<file path="src/rtl/bp_pkg.sv">
`default_nettype none
// ============================================================================
// Module      : bp_pkg
// Description : Shared widths, constants and the fetch-metadata struct used by
//               the branch resolve pipe and the local branch predictor.
// Revision    : 1.0 - initial release
// ============================================================================
package bp_pkg;

    localparam int DEFAULT_PHT_INDEX_BITS = 7;
    localparam int DEFAULT_BHT_INDEX_BITS = 3;

    // MIPS: fall-through after a branch skips the delay slot
    localparam logic [31:0] DELAY_SLOT_OFFSET = 32'd8;

    // Prediction metadata produced in F, shared with branch_predict_local
    typedef struct packed {
        logic [31:0]                       pc;
        logic                              predict_take;
        logic [DEFAULT_BHT_INDEX_BITS-1:0] bht_index;
        logic [DEFAULT_PHT_INDEX_BITS-1:0] pht_index;
    } bp_meta_t;

endpackage : bp_pkg
`default_nettype wire

</file>
<file path="src/rtl/bp_stage_reg.sv">
`default_nettype none
// ============================================================================
// Module      : bp_stage_reg
// Description : Valid + payload pipeline register.
//               Priority: reset > flush > stall > bubble > advance.
// Revision    : 1.0 - initial release
// ============================================================================
module bp_stage_reg #(
    parameter int WIDTH = 8
) (
    input  logic             clk,
    input  logic             rst,       // synchronous, active-low
    input  logic             stall_i,
    input  logic             flush_i,
    input  logic             bubble_i,
    input  logic             valid_i,
    input  logic [WIDTH-1:0] data_i,
    output logic             valid_o,
    output logic [WIDTH-1:0] data_o
);

    logic             valid_q;
    logic [WIDTH-1:0] data_q;

    // Stage register: flush drops the entry even while stalled; a bubble
    // leaves the stale payload in place but marks it invalid.
    always_ff @(posedge clk) begin
        if (!rst) begin
            valid_q <= 1'b0;
            data_q  <= '0;
        end else if (flush_i) begin
            valid_q <= 1'b0;
        end else if (stall_i) begin
            valid_q <= valid_q;
        end else if (bubble_i) begin
            valid_q <= 1'b0;
        end else begin
            valid_q <= valid_i;
            data_q  <= data_i;
        end
    end

    assign valid_o = valid_q;
    assign data_o  = data_q;

endmodule : bp_stage_reg
`default_nettype wire

</file>
<file path="src/rtl/branch_resolve_pipe.sv">
`default_nettype none
// ============================================================================
// Module      : branch_resolve_pipe
// Description : Carries prediction metadata F->D->E->M, resolves branches in
//               E (redirect on mispredict), drives predictor training from M
//               and keeps saturating branch / mispredict counters.
// Revision    : 1.0 - initial release
// ============================================================================
module branch_resolve_pipe
    import bp_pkg::*;
#(
    parameter int PHT_INDEX_BITS = DEFAULT_PHT_INDEX_BITS,
    parameter int BHT_INDEX_BITS = DEFAULT_BHT_INDEX_BITS,
    parameter int CNT_BITS       = 32
) (
    input  logic                      clk,
    input  logic                      rst,
    input  logic [31:0]               pcF,
    input  logic                      predict_takeF,
    input  logic [BHT_INDEX_BITS-1:0] pc_hashingF,
    input  logic [PHT_INDEX_BITS-1:0] PHT_indexF,
    input  logic                      branchD,
    input  logic                      stallD,
    input  logic                      stallE,
    input  logic                      stallM,
    input  logic                      flushD,
    input  logic                      flushE,
    input  logic                      actually_takenE,
    input  logic [31:0]               branch_targetE,
    output logic                      mispredictE,
    output logic [31:0]               redirect_pcE,
    output logic                      branchM,
    output logic [BHT_INDEX_BITS-1:0] BHT_indexM,
    output logic [PHT_INDEX_BITS-1:0] PHT_indexM,
    output logic                      actually_takenM,
    output logic                      predict_resultM,
    output logic [CNT_BITS-1:0]       branch_cnt,
    output logic [CNT_BITS-1:0]       mispredict_cnt
);

    localparam int META_W = 32 + 1 + BHT_INDEX_BITS + PHT_INDEX_BITS;
    localparam int E_W    = META_W + 1;
    localparam int M_W    = BHT_INDEX_BITS + PHT_INDEX_BITS + 3;

    localparam logic [CNT_BITS-1:0] CNT_ONE = {{(CNT_BITS-1){1'b0}}, 1'b1};

    logic                      validD;
    logic [META_W-1:0]         metaD;
    logic                      validE;
    logic [E_W-1:0]            dataE;
    logic                      validM;
    logic [M_W-1:0]            dataM;

    logic [31:0]               pcE;
    logic                      predict_takeE;
    logic [BHT_INDEX_BITS-1:0] bht_indexE;
    logic [PHT_INDEX_BITS-1:0] pht_indexE;
    logic                      branchE;
    logic                      branch_regM;
    logic                      mispredict_regM;

    logic [CNT_BITS-1:0]       branch_cnt_q, branch_cnt_d;
    logic [CNT_BITS-1:0]       mispredict_cnt_q, mispredict_cnt_d;

    // ---------------- F -> D ----------------
    bp_stage_reg #(.WIDTH(META_W)) u_stage_d (
        .clk      (clk),
        .rst      (rst),
        .stall_i  (stallD),
        .flush_i  (flushD),
        .bubble_i (1'b0),
        .valid_i  (1'b1),
        .data_i   ({pcF, predict_takeF, pc_hashingF, PHT_indexF}),
        .valid_o  (validD),
        .data_o   (metaD)
    );

    // ---------------- D -> E (bubble when D holds but E moves) ----------------
    bp_stage_reg #(.WIDTH(E_W)) u_stage_e (
        .clk      (clk),
        .rst      (rst),
        .stall_i  (stallE),
        .flush_i  (flushE),
        .bubble_i (stallD),
        .valid_i  (validD),
        .data_i   ({metaD, branchD}),
        .valid_o  (validE),
        .data_o   (dataE)
    );

    assign pcE           = dataE[E_W-1 -: 32];
    assign predict_takeE = dataE[E_W-33];
    assign bht_indexE    = dataE[PHT_INDEX_BITS+BHT_INDEX_BITS -: BHT_INDEX_BITS];
    assign pht_indexE    = dataE[PHT_INDEX_BITS:1];
    assign branchE       = dataE[0];

    // Resolve in E; a stalled E waits so the redirect is raised exactly once
    assign mispredictE  = validE & branchE & (predict_takeE != actually_takenE) & ~stallE;
    assign redirect_pcE = !mispredictE    ? 32'd0 :
                          actually_takenE ? branch_targetE :
                                            pcE + DELAY_SLOT_OFFSET;

    // ---------------- E -> M (bubble when E holds but M moves) ----------------
    bp_stage_reg #(.WIDTH(M_W)) u_stage_m (
        .clk      (clk),
        .rst      (rst),
        .stall_i  (stallM),
        .flush_i  (1'b0),
        .bubble_i (stallE),
        .valid_i  (validE),
        .data_i   ({bht_indexE, pht_indexE, branchE, actually_takenE, mispredictE}),
        .valid_o  (validM),
        .data_o   (dataM)
    );

    assign BHT_indexM      = dataM[M_W-1 -: BHT_INDEX_BITS];
    assign PHT_indexM      = dataM[PHT_INDEX_BITS+2:3];
    assign branch_regM     = dataM[2];
    assign actually_takenM = dataM[1];
    assign mispredict_regM = dataM[0];

    // One training strobe per retired branch, held off while M is stalled
    assign branchM         = validM & branch_regM & ~stallM;
    assign predict_resultM = actually_takenM;

    // Saturating counter next-state on each retired branch
    always_comb begin
        branch_cnt_d     = branch_cnt_q;
        mispredict_cnt_d = mispredict_cnt_q;
        if (branchM) begin
            if (branch_cnt_q != '1) begin
                branch_cnt_d = branch_cnt_q + CNT_ONE;
            end
            if (mispredict_regM && (mispredict_cnt_q != '1)) begin
                mispredict_cnt_d = mispredict_cnt_q + CNT_ONE;
            end
        end
    end

    // Counter registers
    always_ff @(posedge clk) begin
        if (!rst) begin
            branch_cnt_q     <= '0;
            mispredict_cnt_q <= '0;
        end else begin
            branch_cnt_q     <= branch_cnt_d;
            mispredict_cnt_q <= mispredict_cnt_d;
        end
    end

    assign branch_cnt     = branch_cnt_q;
    assign mispredict_cnt = mispredict_cnt_q;

endmodule : branch_resolve_pipe
`default_nettype wire

</file>
<file path="config.mk">
export PLATFORM = sky130hd
export DESIGN_NAME = branch_resolve_pipe
export DESIGN_NICKNAME = d
export VERILOG_FILES = /design/src/rtl/bp_pkg.sv /design/src/rtl/bp_stage_reg.sv /design/src/rtl/branch_resolve_pipe.sv
export SDC_FILE = /design/constraint.sdc
export NUM_CORES = 1
export LEC_CHECK = 0
export ABC_CLOCK_PERIOD_IN_PS = 5800
export BUFFER_PORTS_ARGS = -buffer_cell sky130_fd_sc_hd__buf_2
export CAP_MARGIN = 5
export CORE_UTILIZATION = 40
export CTS_BUF_LIST = sky130_fd_sc_hd__clkbuf_8
export DETAILED_ROUTE_END_ITERATION = 6
export SLEW_MARGIN = 10
export SYNTH_ARGS = -nofsm -noshare
export SYNTH_HDL_FRONTEND = slang
export SYNTH_SLANG_ARGS = --single-unit
</file>
<file path="constraint.sdc">
create_clock -name clk -period 5.8 [get_ports clk]
set_input_delay 0.29 -clock clk [delete_from_list [all_inputs] [get_ports clk]]
set_output_delay 0.29 -clock clk [all_outputs]
set_load 0.1 [all_outputs]
</file>
==> results.ini, run 1 <==
[run_status]
status = complete, no violations

[final_layout]
fin_cells = 1424
design_area_um2 = 9130
drive_gt1_share_pct = 21.1
areaGrowthSynthToFinish_pct = 18.2
nets = 1238
fin_util_pct = 48.5

[clock_tree]
post_cts_resized = 0
tritoncts = built
numClockSinks = 167
cts_setup_buffers = 0
htree_num_levels = 4
holdBufCountCts = 0
cts.path.max_buffers = 2
clock-root-buffer = clkbuf_8
clock_latency_ns = 0.46
cts_made_buffers = 17
path_clk_slew_ns = 0.08

[synth]
synth_common_cells = nand2_1 (239), dfxtp_1 (167), a21oi_1 (164), clkbuf_1 (49)
synth_compound_area_share_pct = 17.4
synth_cells = 1003
synth-seq-area-share_pct = 43.3
synth_top_family_by_area = simple AND/OR/NAND/NOR gates
synth_xor_area_share_pct = 4.99
syn_avg_cell_area_um2 = 7.70
yosysUniqueCellTypes = 47
synth_flop_cell = dfxtp_1
ys_top_cells_by_area = dfxtp_1 (43%), nand2_1 (12%), a21oi_1 (11%)
synth_fa_ha_area_share_pct = 0.486
synth_edf_count = 0
async_flop_share_pct = 0
synth.most_common_cell = nand2_1
synth_nets = 1090
synth_area_um2 = 7720
yosysTopAreaCell = dfxtp_1
synth_mux_area_share_pct = 1.56
synthSimpleGateAreaFrac_pct = 27.3
yosys_warnings = 0
ys_ff_latch = 167
synth_top_area_share_pct = 43.3

[global_route]
grt_max_degree = 101
grt_pass1_wl_um = 32800
antenna_found_initial = 0
grt.total_usage_pct = 20.4
grt_pass1_vias = 6344
gr-total-overflow = 0

[route]
drt-initial-drc-count = 347
firstDrtPassIters = 4
vias = 7255
wl_um = 20100
viasPerCell = 5.09
routedWlPerCell_um = 14.1
ant_nets = 0
route.detailed.drc = 0

[placement]
gp_congestion = 0.823
dp_hpwl_um = 13800
io_buffers = 193
post_dp_cell_area_um2 = 8730
dp_cells = 1392
dpl_worst_slack_ns = 2.98

[critical_path]
rrSetupSlack_ns = 3.28
critPathBufInv = 1
cp_top_family = simple AND/OR/NAND/NOR gates
crit_path_frequent_cell = nand4_1
max_stage_delay_ns = 0.82
arrival_ns = 2.92
cpMaxStageDelayCell = nor3_1
cp.required_ns = 5.51
start_kind = flop
worstReg2RegEnd = branch_cnt[6]
r2r_cells = 5
crit_type = reg2out
worstPathMaxFanout = 7
worstPathCellList = nand4_1 > nor3_1 > nand4_1 > xor2_1 > a21oi_1 > buf_2
rr_startpoint = branch_cnt[7]
endpoint_kind = primary output

[die]
die_area_um2 = 19900
io_pins = 194
dieHeight_um = 141
rows = 50
core-area_um2 = 18800
start_util_pct = 41.0
dieWidth_um = 141

[sta]
finalSetupViolCount = 0
fin_ws_ns = 2.59
skew_ns = 0.0149
worst_slew_pin_slew_ns = 1.14
fin_crit_ns = 3.21
drv_slew = 0
rsz0062_at_grt = no
whs_ns = 0.0336
setup_tns_ns = 0
relSlewSlack_pct = 24.0
fmax_mhz = 311
final-hold-violation-count = 0
fin_crit_sh_pct = 55.4

[power]
ir_drop_v = 0.000148
power_leakage_nw = 3.48
power_density_nw_per_um2 = 233
p_total_mw = 2.13

[worst_hold_path]
hold_start = flushD
whs_endpoint = u_stage_d.valid_o
hold_path_depth = 2
hold_path_class = in2reg

[job]
maxCapViolCount = 0

## where the power goes
part / internal [mW] / leakage (nW) / switching (mW)
clock: 0.401 / 0.189 / 0.436
sequential: 1.16 / 1.35 / 0.0104
combinational: 0.0391 / 1.94 / 0.0755
total: 1.60 / 3.48 / 0.522
## logic make-up (layout without fill, tap and decap cells)
| kind of cell | count (synthesis) | in the layout |
|---|---|---|
| simple gates | 448 | 448 |
| compound gates | 246 | 246 |
| flops | 167 | 167 |
| buf+inv | 83 | 243 |
| xor+xnor | 44 | 44 |
| mux | 12 | 12 |
| fa+ha+maj | 3 | 3 |
| other cells | 0 | 1 |
## cell usage in the layout, fill, tap and decap left out, types with 2 or more instances in the layout
cell and n:
and4b_1 2, buf_2 193, nor4_1 3, nor3_1 9, nand2b_1 2, inv_6 2, or3_1 28, and4_4 3
a21oi_1 164, and2_1 3, nand4_1 29, o31ai_1 10, inv_1 13, nand4b_1 2, and4_1 9, clkinvlp_4 5
clkbuf_8 19, xnor2_1 19, nand2_1 239, or4_1 17, xor2_1 25, buf_4 6, o2111ai_1 2, or2_2 4
bufinv_16 2, a211oi_1 7, dfxtp_1 167, ha_1 3, nor2_1 47, o211ai_1 8, nand3_1 33, and3_1 10
o21ai_0 48, mux2i_1 12
## state kept, by name, indices dropped and copies added (netlist names)
signal             count
u_stage_d.data_o      43
u_stage_d.valid_o      1
u_stage_e.valid_o      1
u_stage_m.data_o      13
branch_cnt            32
u_stage_e.data_o      44
mispredict_cnt        32
u_stage_m.valid_o      1
## layout make-up
type | count | area [µm²]
Clock buffer | 19 | 262
Antenna cell | 1 | 2.50
Inverter | 13 | 51.3
Fill cell | 1965 | 9710
Sequential cell | 167 | 3340
Tap cell | 260 | 325
Timing Repair Buffer | 199 | 1010
Multi-Input combinational cell | 753 | 4000
Clock inverter | 12 | 128
## routing by layer
metal | wire, µm | vias up | global-route usage, % | share of wire [%]
met2 | 9200 | 138 | 31.8 | 46
met3 | 816 | 20 | 4.18 | 4.1
met4 | 220 | 0 | 6.58 | 1.1
met5 | 0 | - | 0 | 0
met1 | 9850 | 3312 | 28.3 | 49
li1 | - | 3785 | - | -
## worst max-delay path by stage
stage	start	end	slack, ns	depth (start not counted)
2_1_floorplan	u_stage_e.valid_o	redirect_pcE[23]	2.10	6
3_3_place_gp	actually_takenE	redirect_pcE[30]	3.03	7
3_5_place_dp	actually_takenE	redirect_pcE[30]	2.98	7
4_1_cts	u_stage_e.data_o[18]	redirect_pcE[28]	2.55	6
5_1_grt	u_stage_e.data_o[18]	redirect_pcE[26]	2.35	6
6_report	u_stage_e.data_o[18]	redirect_pcE[26]	2.59	6
## worst reg2reg max path, stage by stage, from the launching register on
cell and delay, ns:
dfxtp_1 0.47, and4_1 0.38, nand4_1 0.24, o31ai_4 0.96
o21ai_0 0.23, a21oi_1 0.17
Note: power is estimated with default switching activity, not from simulation.
==> run 2: changes to the inputs <==
ABC_CLOCK_PERIOD_IN_PS = 3000   (was 5800)
clock period = 3 ns   (was 5.8 ns; I/O delays follow)
==> run 2 against run 1 <==
Against the previous run: count of clock-buffer cells in the layout down 1; sequential share of layout area decreased by 2.6 points; worst hold slack better by 0.0039 ns; first-iteration DRC count up 14%; via count up 3.5%; die area did not move; power up 93%; global-route usage grew 0.47 points; wire length increased by 3.4%; combinational power increased by 140%; worst setup slack worse by 2.3 ns; critical path type unchanged; critical endpoint is now redirect_pcE[20]; largest power group unchanged.
==> results.ini, run 2 (synthesized netlist as in run 1, its figures left out) <==
[die]
io_pins = 194
core-area_um2 = 18800
dieWidth_um = 141
dieHeight_um = 141
rows = 50
start_util_pct = 41.0
die_area_um2 = 19900

[final_layout]
seq_area_um2 = 3340
multiInputGateArea_um2 = 4040
largest_reg_flops = 44
areaGrowthSynthToFinish_pct = 27.2
nets = 1292
n_antenna_cell = 0
num-fill-cells = 1881
fin_cells = 1478
mostFrequentLayoutCell = nand2_1
design_area_um2 = 9820
drive_gt1_share_pct = 21.8
final_cell_mix = nand2_1 (239), buf_2 (184), dfxtp_1 (167)
fin_util_pct = 52.2

[global_route]
gr-usage-met2_pct = 35.3
grt_pass1_wl_um = 33700
grt.met3_usage_pct = 4.04
gr-total-overflow = 0
met1_usage_pct = 27.7
grt_pass1_vias = 6810
antenna_found_initial = 0
busiest_layer = met2
grt_max_degree = 74
grt.total_usage_pct = 20.9

[sta]
rsz0062_at_grt = no
fmax_mhz = 368
worst_slew_pin_slew_ns = 0.959
setup_tns_ns = 0
fin_ws_ns = 0.280
drv_slew = 0
final-hold-violation-count = 0
whs_ns = 0.0376
fin_crit_sh_pct = 90.7
finalSetupViolCount = 0
relSlewSlack_pct = 35.8
fin_crit_ns = 2.72
skew_ns = 0.0106

[power]
pwr-share-clk_pct = 37.9
power_leakage_nw = 3.73
power_switching_mw = 1.10
seqPwrFrac_pct = 55.3
switching_share_pct = 26.9
comb_power_share_pct = 6.8
power_density_nw_per_um2 = 418
ir_drop_v = 0.000290
p_total_mw = 4.10
internal_power_mw = 3.00

[clock_tree]
htree_num_levels = 4
cts_made_buffers = 17
cts_setup_buffers = 0
cts.path.max_buffers = 2
clock_latency_ns = 0.46
numClockSinks = 167
tritoncts = built
clock-root-buffer = clkbuf_8
path_clk_slew_ns = 0.09
post_cts_resized = 0

[critical_path]
cp.required_ns = 2.85
cp_top_family = simple AND/OR/NAND/NOR gates
worstPathCellList = nand4_1 > nor4_1 > nand4_1 > xnor2_1 > a21oi_1 > buf_2
worstPathMaxFanout = 6
endpoint_kind = primary output
start_kind = flop
arrival_ns = 2.57
cpMaxStageDelayCell = nor4_1
critPathBufInv = 1
max_stage_delay_ns = 0.57
crit_path_frequent_cell = nand4_1
crit_type = reg2out

[placement]
dpl_worst_slack_ns = 0.680
dp_cells = 1399
io_buffers = 193
post_dp_cell_area_um2 = 8970
dp_hpwl_um = 14100
gp_congestion = 0.838

[run_status]
status = complete, no violations

[route]
viasPerCell = 5.08
route.detailed.drc = 0
vias = 7507
firstDrtPassIters = 4
wl_um = 20800
routedWlPerCell_um = 14.0
drt-initial-drc-count = 396
ant_nets = 0

[job]
maxCapViolCount = 0

[worst_hold_path]
hold_path_class = in2reg

==> run 2: changes by cell type in the layout (fill, tap and decap cells not counted), moves of 3 or more <==
cell,delta
dlygate4sd3_1,+47
a21oi_1,-11
a21oi_2,+11
buf_12,+10
buf_2,-9
buf_4,+6
inv_6,+3
inv_8,+3
==> run 2: final timing paths <==
| check | start | to | slack (ns) | cells after the start |
|---|---|---|---|---|
| worst max-delay path | u_stage_e.data_o[18] | redirect_pcE[20] | 0.28 | 6 |
| worst max register to register | mispredict_cnt[0] | mispredict_cnt[26] | 0.73 | 6 |
| worst min-delay path | stallM | u_stage_m.valid_o | 0.04 | 3 |
| worst min register to register | u_stage_d.data_o[24] | u_stage_e.data_o[25] | 0.45 | 2 |
==> run 2: layer usage <==
layer	routed length (µm)	share of wire, %	up-vias
met4	108	0.52	0
met5	0	0	-
met1	10000	48	3443
met2	9920	48	162
met3	720	3.5	4
li1	-	-	3898
==> run 2: worst reg2reg max path: stages, from the launching register on <==
cell	delay [ns]
dfxtp_1	0.41
ha_1	0.25
and3_1	0.26
nand4_1	0.16
or4_1	0.64
or3_1	0.35
a21oi_1	0.14
==> run 2: area by class of cell <==
cell class	instances	share of cell area (%)
tap	260	3.31
clock inverter	14	1.32
sequential	167	34.0
multi-input combinational	753	41.2
timing repair buffer	253	17.1
inverter	13	0.522
clock buffer	18	2.52
==> run 2: what timing repair did <==
item / CTS / global route
hold endpoints to repair: 46 / 0
endpoints found under the setup margin: 0 / 0
hold buffers: 47 / 0
==> run 2: power by group through the flow <==
| stage | combinational, mW | clock, mW | sequential (mW) |
|---|---|---|---|
| CTS | 0.281 | 1.60 | 2.27 |
| global placement | 0.232 | 0 | 2.32 |
| detailed placement | 0.233 | 0 | 2.32 |
| floorplan | 0.133 | 0 | 2.32 |
| global route | 0.309 | 1.71 | 2.28 |
| finish | 0.280 | 1.55 | 2.27 |
==> run 3: changes to the inputs <==
CORE_MARGIN = 3   (was not set)
CORE_UTILIZATION = 30   (was 40)
==> run 3 against run 2 <==
Against the previous run: fmax shrank 0.52%; highest routed layer unchanged; die area grew 39%; flip-flop and latch count is the same; global-route usage shrank 5.4 points; via count grew 2.5%; register-to-register slack is essentially flat; combinational power grew 1%.
==> results.ini, run 3 (synthesized netlist as in run 1, its figures left out) <==
[run_status]
status = complete, no violations

[die]
start_util_pct = 30.6
die_area_um2 = 27700
core-area_um2 = 25300
io_pins = 194
rows = 58
dieHeight_um = 166
dieWidth_um = 166

[route]
viasPerCell = 4.96
firstDrtPassIters = 5
drt-initial-drc-count = 482
ant_nets = 0
route.detailed.drc = 0
wl_um = 22200
routedWlPerCell_um = 14.3
vias = 7695

[final_layout]
fin_util_pct = 39.5
design_area_um2 = 9990
drive_gt1_share_pct = 22.0
final_cell_mix = nand2_1 (239), buf_2 (182), dfxtp_1 (167)
fin_cells = 1550
nets = 1294
n_antenna_cell = 0
mostFrequentLayoutCell = nand2_1
areaGrowthSynthToFinish_pct = 29.4
largest_reg_flops = 44

[global_route]
antenna_found_initial = 0
grt_pass1_wl_um = 35900
grt_max_degree = 72
gr-total-overflow = 0
grt.total_usage_pct = 15.5
grt_pass1_vias = 7075

[critical_path]
crit_start = u_stage_e.data_o[18]
worstPathMaxFanout = 6
rr_startpoint = mispredict_cnt[0]
start_kind = flop
cp_top_family = simple AND/OR/NAND/NOR gates
endpoint_kind = primary output
cp.required_ns = 2.85
crit_type = reg2out
max_stage_delay_ns = 0.48
cpMaxStageDelayCell = nor4_2
r2r_cells = 6
worstPathCellList = nand4_1 > nor4_2 > nand4_1 > xnor2_1 > a21oi_1 > buf_2
critPathBufInv = 1
cp.depth = 6
crit_path_frequent_cell = nand4_1
arrival_ns = 2.58

[power]
p_total_mw = 4.18
power_leakage_nw = 3.75
ir_drop_v = 0.000237
power_density_nw_per_um2 = 418

[worst_hold_path]
hold_path_depth = 3
hold_start = stallE
hold_path_class = in2reg

[sta]
worst_slew_pin_slew_ns = 1.05
drv_slew = 0
fin_ws_ns = 0.265
whs_ns = 0.0681
fmax_mhz = 366
setup_tns_ns = 0
relSlewSlack_pct = 29.9
fin_crit_ns = 2.73
fin_crit_sh_pct = 91.2
skew_ns = 0.0204
finalSetupViolCount = 0
final-hold-violation-count = 0
rsz0062_at_grt = no

[clock_tree]
htree_num_levels = 4
cts_setup_buffers = 0
tritoncts = built
clock_latency_ns = 0.47
clock-root-buffer = clkbuf_8
path_clk_slew_ns = 0.10
cts_made_buffers = 17
numClockSinks = 167
cts.path.max_buffers = 2

[placement]
dp_cells = 1470
dpl_worst_slack_ns = 0.581
dp_hpwl_um = 15300
gp_congestion = 0.791
io_buffers = 193
post_dp_cell_area_um2 = 9100

[job]
maxCapViolCount = 0

==> run 3: path summary, 6_finish.rpt <==
check / end / slack, ns
max: redirect_pcE[20] / 0.27
min: u_stage_e.valid_o / 0.07
min reg2reg: u_stage_e.data_o[39] / 0.45
max reg2reg: mispredict_cnt[24] / 0.72
==> run 3: tightest hold or removal path, delay by kind of cell <==
family / cells / cell delay (ns)
compound gates: 1 / 0.15
buf+inv: 1 / 0.15
simple gates: 1 / 0.05
==> run 3: layout make-up <==
class	count	area [µm²]
clock buffer	17	234
clock inverter	15	158
fill	2627	15300
inverter	13	55.1
multi-input combinational	753	4060
sequential	167	3340
tap	330	413
timing repair buffer	255	1730
==> run 3: repair_timing <==
| action | 4_1_cts | 5_1_grt |
|---|---|---|
| endpoints found under the hold margin | 47 | 0 |
| endpoints found under the setup margin | 0 | 9 |
| hold buffers | 48 | 0 |
| resized for setup | 0 | 2 |
==> run 3: layer usage <==
layer	wire [µm]	track usage, %	vias to the layer above
met5	0	0	-
met4	195	3.30	0
met3	1150	3.28	12
met2	10400	26.3	199
met1	10400	20.3	3578
li1	-	-	3906
==> run 3: report_power, final <==
group          switching (mW)  internal (mW)  total, mW
Clock                   0.998          0.627       1.63
Sequential             0.0196           2.25       2.27
Combinational           0.163          0.121      0.284
Total                    1.18           3.00       4.18
